===== config.mk =====
export PLATFORM = sky130hd
export DESIGN_NAME = multi_button_vote_ctrl_flat
export DESIGN_NICKNAME = d
export VERILOG_FILES = /design/src/rtl/multi_button_vote_ctrl_if.sv /design/src/rtl/multi_button_vote_ctrl.sv /design/src/flat_wrapper.sv
export SDC_FILE = /design/constraint.sdc
export NUM_CORES = 1
export LEC_CHECK = 0
export CAP_MARGIN = 20
export CORE_AREA = 2 2 85 87
export CTS_CLUSTER_SIZE = 14
export DETAILED_ROUTE_END_ITERATION = 12
export DIE_AREA = 0 0 87 89
export PLACE_DENSITY_LB_ADDON = 0.15
export SLEW_MARGIN = 20
export SYNTH_ARGS = -nofsm -noshare
export SYNTH_HDL_FRONTEND = slang
export SYNTH_SLANG_ARGS = --single-unit

===== constraint.sdc =====
create_clock -name clock_i -period 2.9 [get_ports clock_i]
set_clock_uncertainty 0.1 [all_clocks]
set_input_delay 0.58 -clock clock_i [delete_from_list [all_inputs] [get_ports clock_i]]
set_output_delay 0.58 -clock clock_i [all_outputs]
set_load 0.03 [all_outputs]

===== src/rtl/multi_button_vote_ctrl_if.sv =====
// Panel-side bundle for the vote qualifier: raw button levels and enable in,
// qualified vote pulse, conflict flag, busy and running total out.
interface multi_button_vote_ctrl_if #(
  parameter int NUM_BUTTONS = 4,
  parameter int IDX_W       = 2,
  parameter int TOTAL_W     = 16
);
  logic                   enable;
  logic [NUM_BUTTONS-1:0] button;
  logic                   valid_vote;
  logic [NUM_BUTTONS-1:0] vote_onehot;
  logic [IDX_W-1:0]       vote_idx;
  logic                   conflict;
  logic                   busy;
  logic [TOTAL_W-1:0]     total_votes;

  modport master (
    output enable, button,
    input  valid_vote, vote_onehot, vote_idx, conflict, busy, total_votes
  );

  modport slave (
    input  enable, button,
    output valid_vote, vote_onehot, vote_idx, conflict, busy, total_votes
  );
endinterface


===== src/rtl/multi_button_vote_ctrl.sv =====
// Long-press vote qualifier: one tagged pulse per valid single-button hold,
// ambiguous presses abort with a conflict pulse, full release re-arms.
module multi_button_vote_ctrl #(
  parameter int NUM_BUTTONS = 4,
  parameter int HOLD_CYCLES = 10,
  parameter int IDX_W       = 2,
  parameter int HOLD_W      = 8,
  parameter int TOTAL_W     = 16
) (
  input  logic                    clock_i,
  input  logic                    reset_i,
  multi_button_vote_ctrl_if.slave bus
);

  typedef enum logic [1:0] {
    IDLE         = 2'd0,
    HOLD         = 2'd1,
    WAIT_RELEASE = 2'd2
  } state_e;

  localparam logic [NUM_BUTTONS-1:0] ONE_B    = NUM_BUTTONS'(1);
  localparam logic [HOLD_W-1:0]      LAST_CNT = HOLD_W'(HOLD_CYCLES - 1);

  state_e                 state_q;
  logic [HOLD_W-1:0]      cnt_q;
  logic [IDX_W-1:0]       idx_q;
  logic                   armed_q;
  logic                   valid_q;
  logic [NUM_BUTTONS-1:0] onehot_q;
  logic [IDX_W-1:0]       vote_idx_q;
  logic                   conflict_q;
  logic                   busy_q;
  logic [TOTAL_W-1:0]     total_q;
  logic [TOTAL_W-1:0]     total_d;

  logic                   any_s;
  logic                   single_s;
  logic                   own_s;
  logic                   others_s;
  logic [IDX_W-1:0]       first_idx_s;
  logic [NUM_BUTTONS-1:0] idx_mask_s;

  // Decode the button vector relative to the captured index.
  always_comb begin
    any_s       = |bus.button;
    single_s    = any_s && ((bus.button & (bus.button - ONE_B)) == '0);
    first_idx_s = '0;
    for (int i = NUM_BUTTONS - 1; i >= 0; i--) begin
      first_idx_s = bus.button[i] ? IDX_W'(i) : first_idx_s;
    end
    idx_mask_s = ONE_B << idx_q;
    own_s      = |(bus.button & idx_mask_s);
    others_s   = |(bus.button & ~idx_mask_s);
    total_d    = (&total_q) ? total_q : total_q + TOTAL_W'(1);
  end

  // Qualification FSM with registered pulse, index, busy and total outputs.
  always_ff @(posedge clock_i) begin
    if (reset_i) begin
      state_q    <= IDLE;
      cnt_q      <= '0;
      idx_q      <= '0;
      armed_q    <= 1'b1;
      valid_q    <= 1'b0;
      onehot_q   <= '0;
      vote_idx_q <= '0;
      conflict_q <= 1'b0;
      busy_q     <= 1'b0;
      total_q    <= '0;
    end else begin
      valid_q    <= 1'b0;
      onehot_q   <= '0;
      vote_idx_q <= '0;
      conflict_q <= 1'b0;
      // A press seen while the window is closed must be released before it counts.
      armed_q    <= !any_s ? 1'b1 : (bus.enable ? armed_q : 1'b0);
      case (state_q)
        IDLE: begin
          if (bus.enable && armed_q && single_s) begin
            idx_q   <= first_idx_s;
            cnt_q   <= HOLD_W'(1);
            state_q <= HOLD;
            busy_q  <= 1'b1;
          end else if (bus.enable && armed_q && any_s) begin
            conflict_q <= 1'b1;
            state_q    <= WAIT_RELEASE;
            busy_q     <= 1'b1;
          end else begin
            state_q <= IDLE;
            busy_q  <= 1'b0;
          end
        end
        HOLD: begin
          if (!bus.enable) begin
            cnt_q   <= '0;
            state_q <= WAIT_RELEASE;
            busy_q  <= 1'b1;
          end else if (others_s) begin
            cnt_q      <= '0;
            conflict_q <= 1'b1;
            state_q    <= WAIT_RELEASE;
            busy_q     <= 1'b1;
          end else if (!own_s) begin
            cnt_q   <= '0;
            state_q <= IDLE;
            busy_q  <= 1'b0;
          end else if (cnt_q == LAST_CNT) begin
            cnt_q      <= '0;
            valid_q    <= 1'b1;
            onehot_q   <= idx_mask_s;
            vote_idx_q <= idx_q;
            total_q    <= total_d;
            state_q    <= WAIT_RELEASE;
            busy_q     <= 1'b1;
          end else begin
            cnt_q   <= cnt_q + HOLD_W'(1);
            state_q <= HOLD;
            busy_q  <= 1'b1;
          end
        end
        WAIT_RELEASE: begin
          if (!any_s) begin
            state_q <= IDLE;
            busy_q  <= 1'b0;
          end else begin
            state_q <= WAIT_RELEASE;
            busy_q  <= 1'b1;
          end
        end
        default: begin
          cnt_q   <= '0;
          state_q <= IDLE;
          busy_q  <= 1'b0;
        end
      endcase
    end
  end

  assign bus.valid_vote  = valid_q;
  assign bus.vote_onehot = onehot_q;
  assign bus.vote_idx    = vote_idx_q;
  assign bus.conflict    = conflict_q;
  assign bus.busy        = busy_q;
  assign bus.total_votes = total_q;

endmodule


===== src/flat_wrapper.sv =====
// flat-port wrapper written by rule: the top's interface ports become plain ports
module multi_button_vote_ctrl_flat 
#(
  parameter int NUM_BUTTONS = 4,
  parameter int HOLD_CYCLES = 10,
  parameter int IDX_W       = 2,
  parameter int HOLD_W      = 8,
  parameter int TOTAL_W     = 16
)
  (clock_i, reset_i, bus_enable, bus_button, bus_valid_vote, bus_vote_onehot, bus_vote_idx, bus_conflict, bus_busy, bus_total_votes);
  multi_button_vote_ctrl_if #(.NUM_BUTTONS(NUM_BUTTONS), .IDX_W(IDX_W), .TOTAL_W(TOTAL_W)) bus_i ();
  input  logic clock_i;
  input  logic reset_i;
  input wire logic [$bits(bus_i.enable)-1:0] bus_enable;
  input wire logic [$bits(bus_i.button)-1:0] bus_button;
  output wire logic [$bits(bus_i.valid_vote)-1:0] bus_valid_vote;
  output wire logic [$bits(bus_i.vote_onehot)-1:0] bus_vote_onehot;
  output wire logic [$bits(bus_i.vote_idx)-1:0] bus_vote_idx;
  output wire logic [$bits(bus_i.conflict)-1:0] bus_conflict;
  output wire logic [$bits(bus_i.busy)-1:0] bus_busy;
  output wire logic [$bits(bus_i.total_votes)-1:0] bus_total_votes;
  assign bus_i.enable = bus_enable;
  assign bus_i.button = bus_button;
  assign bus_valid_vote = bus_i.valid_vote;
  assign bus_vote_onehot = bus_i.vote_onehot;
  assign bus_vote_idx = bus_i.vote_idx;
  assign bus_conflict = bus_i.conflict;
  assign bus_busy = bus_i.busy;
  assign bus_total_votes = bus_i.total_votes;
  multi_button_vote_ctrl #(.NUM_BUTTONS(NUM_BUTTONS), .HOLD_CYCLES(HOLD_CYCLES), .IDX_W(IDX_W), .HOLD_W(HOLD_W), .TOTAL_W(TOTAL_W)) u_core (.clock_i(clock_i), .reset_i(reset_i), .bus(bus_i));
endmodule

-- After elaboration in Yosys (flattened, before gate mapping)
Cells that the tools add are included.
- register bits after elaboration: 38
- input port bits: 7
- output and inout bits: 25
- logic and storage cells: 76
- $add $sub $neg: 3
- eq/ne operators: 4
- shift operators: 1
- muxes and demuxes: 30
- bitwise logic cells: 12
- reduce and logical (&&, ||, !) cells: 16
- operators with widths (cell ; count):
    $mux 8 ; 5
    $pmux 8 s3 ; 1
    $mux 2 ; 11
    $add 16x1->16 const B ; 1
    $reduce_and 16->1 ; 1
    $and 4x4->4 ; 3
    $reduce_or 4->1 ; 3
    $mux 1 ; 10
    $reduce_or 9->1 ; 1
    $add 8x1->8 const B ; 1
    $eq 8x4->1 const B ; 1
    $not 1->1 ; 8
    $reduce_or 8->1 ; 1
    $pmux 2 s3 ; 1
    $reduce_and 6->1 ; 1
    $logic_and 1x1->1 ; 4
    $logic_not 4->1 ; 1
    $not 4->4 ; 1
    $reduce_and 2->1 ; 2
    $shl 1x2->4 const A ; 1
    $sub 4x1->4 const B ; 1
    $pmux 1 s3 ; 1
    $eq 2x1->1 const B ; 1
    $eq 2x2->1 const B ; 1
    4 further kinds ; 4

-- Longest topological paths before layout
- word-level depth: 7
- mapped depth: 9

-- Worst setup path before layout
Ideal clock, no wire load.
- path type: reg-to-reg
- start point: register u_core.total_q[0], in the netlist u_core.bus.total_votes[0]
- end point: register u_core.total_q[5], in the netlist u_core.bus.total_votes[5]
- setup time: 0.121 ns
- arrival: 2.112 ns
- required time: 2.679 ns
- path slack: 0.568 ns
- cell stages (with the launch flop): 6
- buffers on the path: 0
- clock period less this slack: 2.332 ns
- path through: dfxtp_1 > ha_1 > nand3_1 > nor4_1 > nor4b_1 > mux2_2
- word-level cells in the longest chain between the ends: 3
- RTL lines (item ; line ; text):
    start, declared ; multi_button_vote_ctrl.sv:33 ; logic [TOTAL_W-1:0] total_q;
    start signal, assigned ; multi_button_vote_ctrl.sv:112 ; total_q <= total_d;
    branches (longest 3 deep; another with $add 16x1->16) ; n/a ;
Parallel ways; which one is timed is not known.
A chain may end at the register's enable or synchronous reset.

-- Worst setup path in the final report
- start point: input port bus_button[2]
- end point: register u_core.cnt_q[2]
- word-level cells in the longest chain between the ends: 7
- RTL lines (item ; line ; text):
    start, declared ; flat_wrapper.sv:15 ; input wire logic [$bits(bus_i.button)-1:0] bus_button;
    $sub 4x1->4 ; multi_button_vote_ctrl.sv:46 ; single_s = any_s && ((bus.button & (bus.button - ONE_B)) == '0);
    $and 4x4->4 ; multi_button_vote_ctrl.sv:46 ;
    $logic_not 4->1 ; multi_button_vote_ctrl.sv:46 ;
    $logic_and 1x1->1 ; multi_button_vote_ctrl.sv:46 ;
    $logic_and 1x1->1 ; multi_button_vote_ctrl.sv:79 ; if (bus.enable && armed_q && single_s) begin
    $ne 2x1->1 (no line) ; n/a ;
    $reduce_and 2->1 (no line) ; n/a ;
    end signal, assigned ; multi_button_vote_ctrl.sv:116 ; cnt_q <= cnt_q + HOLD_W'(1);
    end, declared ; multi_button_vote_ctrl.sv:25 ; logic [HOLD_W-1:0] cnt_q;
Parallel ways exist; a longest one is shown, timed or not.

==> impl_metrics.env <==
export IMPL_synth_top_area_share_pct=37.25
export IMPL_path_clk_slew_ps=80
export IMPL_num_rows=30
export IMPL_grt_pass1_vias=1692
export IMPL_num_vias=1877
export IMPL_fmax_mhz=399.4
export IMPL_max_vdd_ir_drop_v=0.0002039
export IMPL_setup_violations=0
export IMPL_netlist_instances=234
export IMPL_die_h_um=89
export IMPL_globalplace_congestion=0.7605
export IMPL_cts_buffers=5
export IMPL_worstPathCellList="clkdlybuf4s50_1, mux2_4, or4b_4, a211o_1, nor3b_1, a211o_1"
export IMPL_antenna_cells=0
export IMPL_cts_tree="built"
export IMPL_worst_pin_slew_ps=483.5
export IMPL_grt_overflow_total=0
export IMPL_critical_path_buf_inv_count=1
export IMPL_drt_wl_total_um=5028
export IMPL_required_ps=3050
export IMPL_ys_flop_type="dfxtp_1"
export IMPL_post_cts_buffers=0
export IMPL_synth_cell_types=51
export IMPL_cts_resized=0
export IMPL_crit_type="in -> reg"
export IMPL_area_delta_synth_final_pct=28.00
export IMPL_multi_input_area_um2=1195
export IMPL_yosys_area_top_type="dfxtp_1"
export IMPL_worstPathArrival_ps=2650
export IMPL_ys_ff_latch=38
export IMPL_cp_end_kind="flip-flop"
export IMPL_die_w_um=87
export IMPL_rsz0062_at_grt="false"
export IMPL_port_buffers=31
export IMPL_firstDrtPassIters=5
export IMPL_register_area_um2=760.7
export IMPL_drc=0
export IMPL_crit_top_cell="a211o_1"
export IMPL_async_reset_ff_share_pct=0
export IMPL_netlist_area_um2=2042
export IMPL_finalPower_w=0.001073
export IMPL_critPathMaxFanout=11
export IMPL_pin_count=32
export IMPL_fin_crit_ps=2503
export IMPL_syn_num_nets=244
export IMPL_fillers=698
export IMPL_die_area_um2=7743
export IMPL_cpPeakStageDelay_ps=520
export IMPL_maxCapViolCount=0
export IMPL_layout_worst_path_cycle_share_pct=86.33
export IMPL_min_path_type="reg -> reg"
export IMPL_antenna_found_initial=0
export IMPL_final_max_slew_viol_count=0
export IMPL_root_buffer="clkbuf_8"
export IMPL_yosys_warnings=0
export IMPL_outcome="finished clean"
export IMPL_cts_path_max_buffers=2
export IMPL_drive_gt1_share_pct=13.62
export IMPL_drt_wirelength_per_cell_um=14.01
export IMPL_syn_avg_cell_area_um2=8.726
export IMPL_setup_tns_ps=0
export IMPL_nets=288
export IMPL_core_area_um2=6719
export IMPL_htree_levels=2
export IMPL_start_util_pct=30.39
export IMPL_leakage_nw=0.8824
export IMPL_clock_sinks=38
export IMPL_viasPerCell=5.228
export IMPL_seq_area_frac_synth_pct=37.25
export IMPL_cts_hold_buf=0
export IMPL_dr_first_iter_drc_count=86
export IMPL_slew_headroom_pct=67.31
export IMPL_clk_latency_ps=300
export IMPL_cp_slowest_cell="or4b_4"
export IMPL_synth_area_leaders="dfxtp_1 37%, a21oi_1 4.7%, nor2_1 3.9%"
export IMPL_grtUsageTotal_pct=13.36
export IMPL_grt_max_degree=23
export IMPL_cp_top_family="simple AND/OR/NAND/NOR gates"
export IMPL_finalHoldViolations=0
export IMPL_ant_nets=0
export IMPL_hpwl_um=3625
export IMPL_startpoint_type="primary input"
export IMPL_powerDensity_nw_per_um2=410.5
export IMPL_synth_edf_count=0
export IMPL_grt_pass1_wl_um=8266
[where the power goes]
part	total [W]	switching, W	internal, W
sequential	0.000535	0.00000686	0.000528
clock	0.000455	0.000201	0.000253
combinational	0.0000834	0.0000443	0.0000390
[sequential cells by signal, summed over array words and instances, names as in the netlist]
| name | flops |
|---|---|
| u_core.bus.total_votes | 16 |
| u_core.idx_q | 2 |
| u_core.armed_q | 1 |
| u_core.cnt_q | 8 |
| u_core.bus.vote_idx | 2 |
| u_core.bus.vote_onehot | 4 |
| u_core.bus.valid_vote | 1 |
| u_core.bus.busy | 1 |
| u_core.bus.conflict | 1 |
| u_core.state_q | 2 |
[Yosys cell counts (all sizes together) (3+ instances only)]
| cell | n |
|---|---|
| nand2 | 16 |
| a211o | 5 |
| mux2i | 3 |
| nor3b | 5 |
| clkbuf | 4 |
| nand3 | 6 |
| dfxtp | 38 |
| nor2 | 21 |
| ha | 3 |
| and4 | 5 |
| or4 | 6 |
| o31ai | 8 |
| buf | 6 |
| nor4b | 3 |
| o21ai | 13 |
| nand4 | 8 |
| inv | 5 |
| nand2b | 3 |
| nor3 | 8 |
| nor4 | 4 |
| and3 | 4 |
| or4b | 3 |
| a21oi | 19 |
| or3 | 9 |
| a211oi | 5 |
[worst paths after layout]
| path | startpoint | to | slack [ps] | cells past startpoint |
|---|---|---|---|---|
| worst max-delay path | bus_button[2] | u_core.cnt_q[2] | 400 | 6 |
| worst min-delay path | u_core.bus.total_votes[11] | u_core.bus.total_votes[11] | 410 | 2 |
| worst max register to register | u_core.cnt_q[1] | u_core.bus.total_votes[10] | 460 | 8 |
| worst min register to register | u_core.bus.total_votes[11] | u_core.bus.total_votes[11] | 410 | 2 |
[through the flow]
stage               std cells  util [%]  worst slack, ps  instance area [um2]  hold WS (ps)
floorplan                 234         -            567.7                 2042         381.4
global placement          351     37.28            120.1                 2505         393.4
detailed placement        351     37.28            84.13                 2505         408.4
CTS                       359     38.90            396.0                 2614         420.2
global route              359     38.90            270.6                 2614         461.8
finish                    359     38.90            396.5                 2614         412.6
[cell type report]
class	instances	share of cell area [%]
Clock inverter	3	1.532
Multi-Input combinational cell	181	45.72
Inverter	5	0.7180
Sequential cell	38	29.10
Timing Repair Buffer	47	16.47
Clock buffer	5	2.633
Tap cell	80	3.830
[logic make-up (layout without fill, tap and decap cells)]
logic type,Yosys count,after routing,share of synthesized area [%]
compound gates,57,57,17.59
xor+xnor,2,2,0.8580
fa+ha+maj,4,4,2.329
buf+inv,15,60,4.228
flops,38,38,37.25
mux,6,6,3.860
simple gates,112,112,33.88
[layout by cell type (no fill, tap or decap), types with 6 or more instances in the layout]
cell and count:
nor2_1 21, o21ai_0 12, buf_4 16, dfxtp_1 38, nand2_1 16, nand3_1 6
a21oi_1 19, clkdlybuf4s50_1 31, o31ai_1 8, or3_1 9, nand4_1 8, or4_1 6
[tightest hold or removal path, delay by kind of cell, from the launching register on]
kind / cells / cell delay (ps)
DFF: 1 / 340
AOI/OAI and AO/OA: 2 / 120
[layer usage]
layer	global-route usage (%)	up-vias	wire length, um
li1	-	983	-
met1	18.24	858	2556
met2	21.24	31	2223
met3	2.678	5	201
met4	4.261	0	47
met5	0	-	0
No activity file was read; power rests on OpenSTA's default activity.
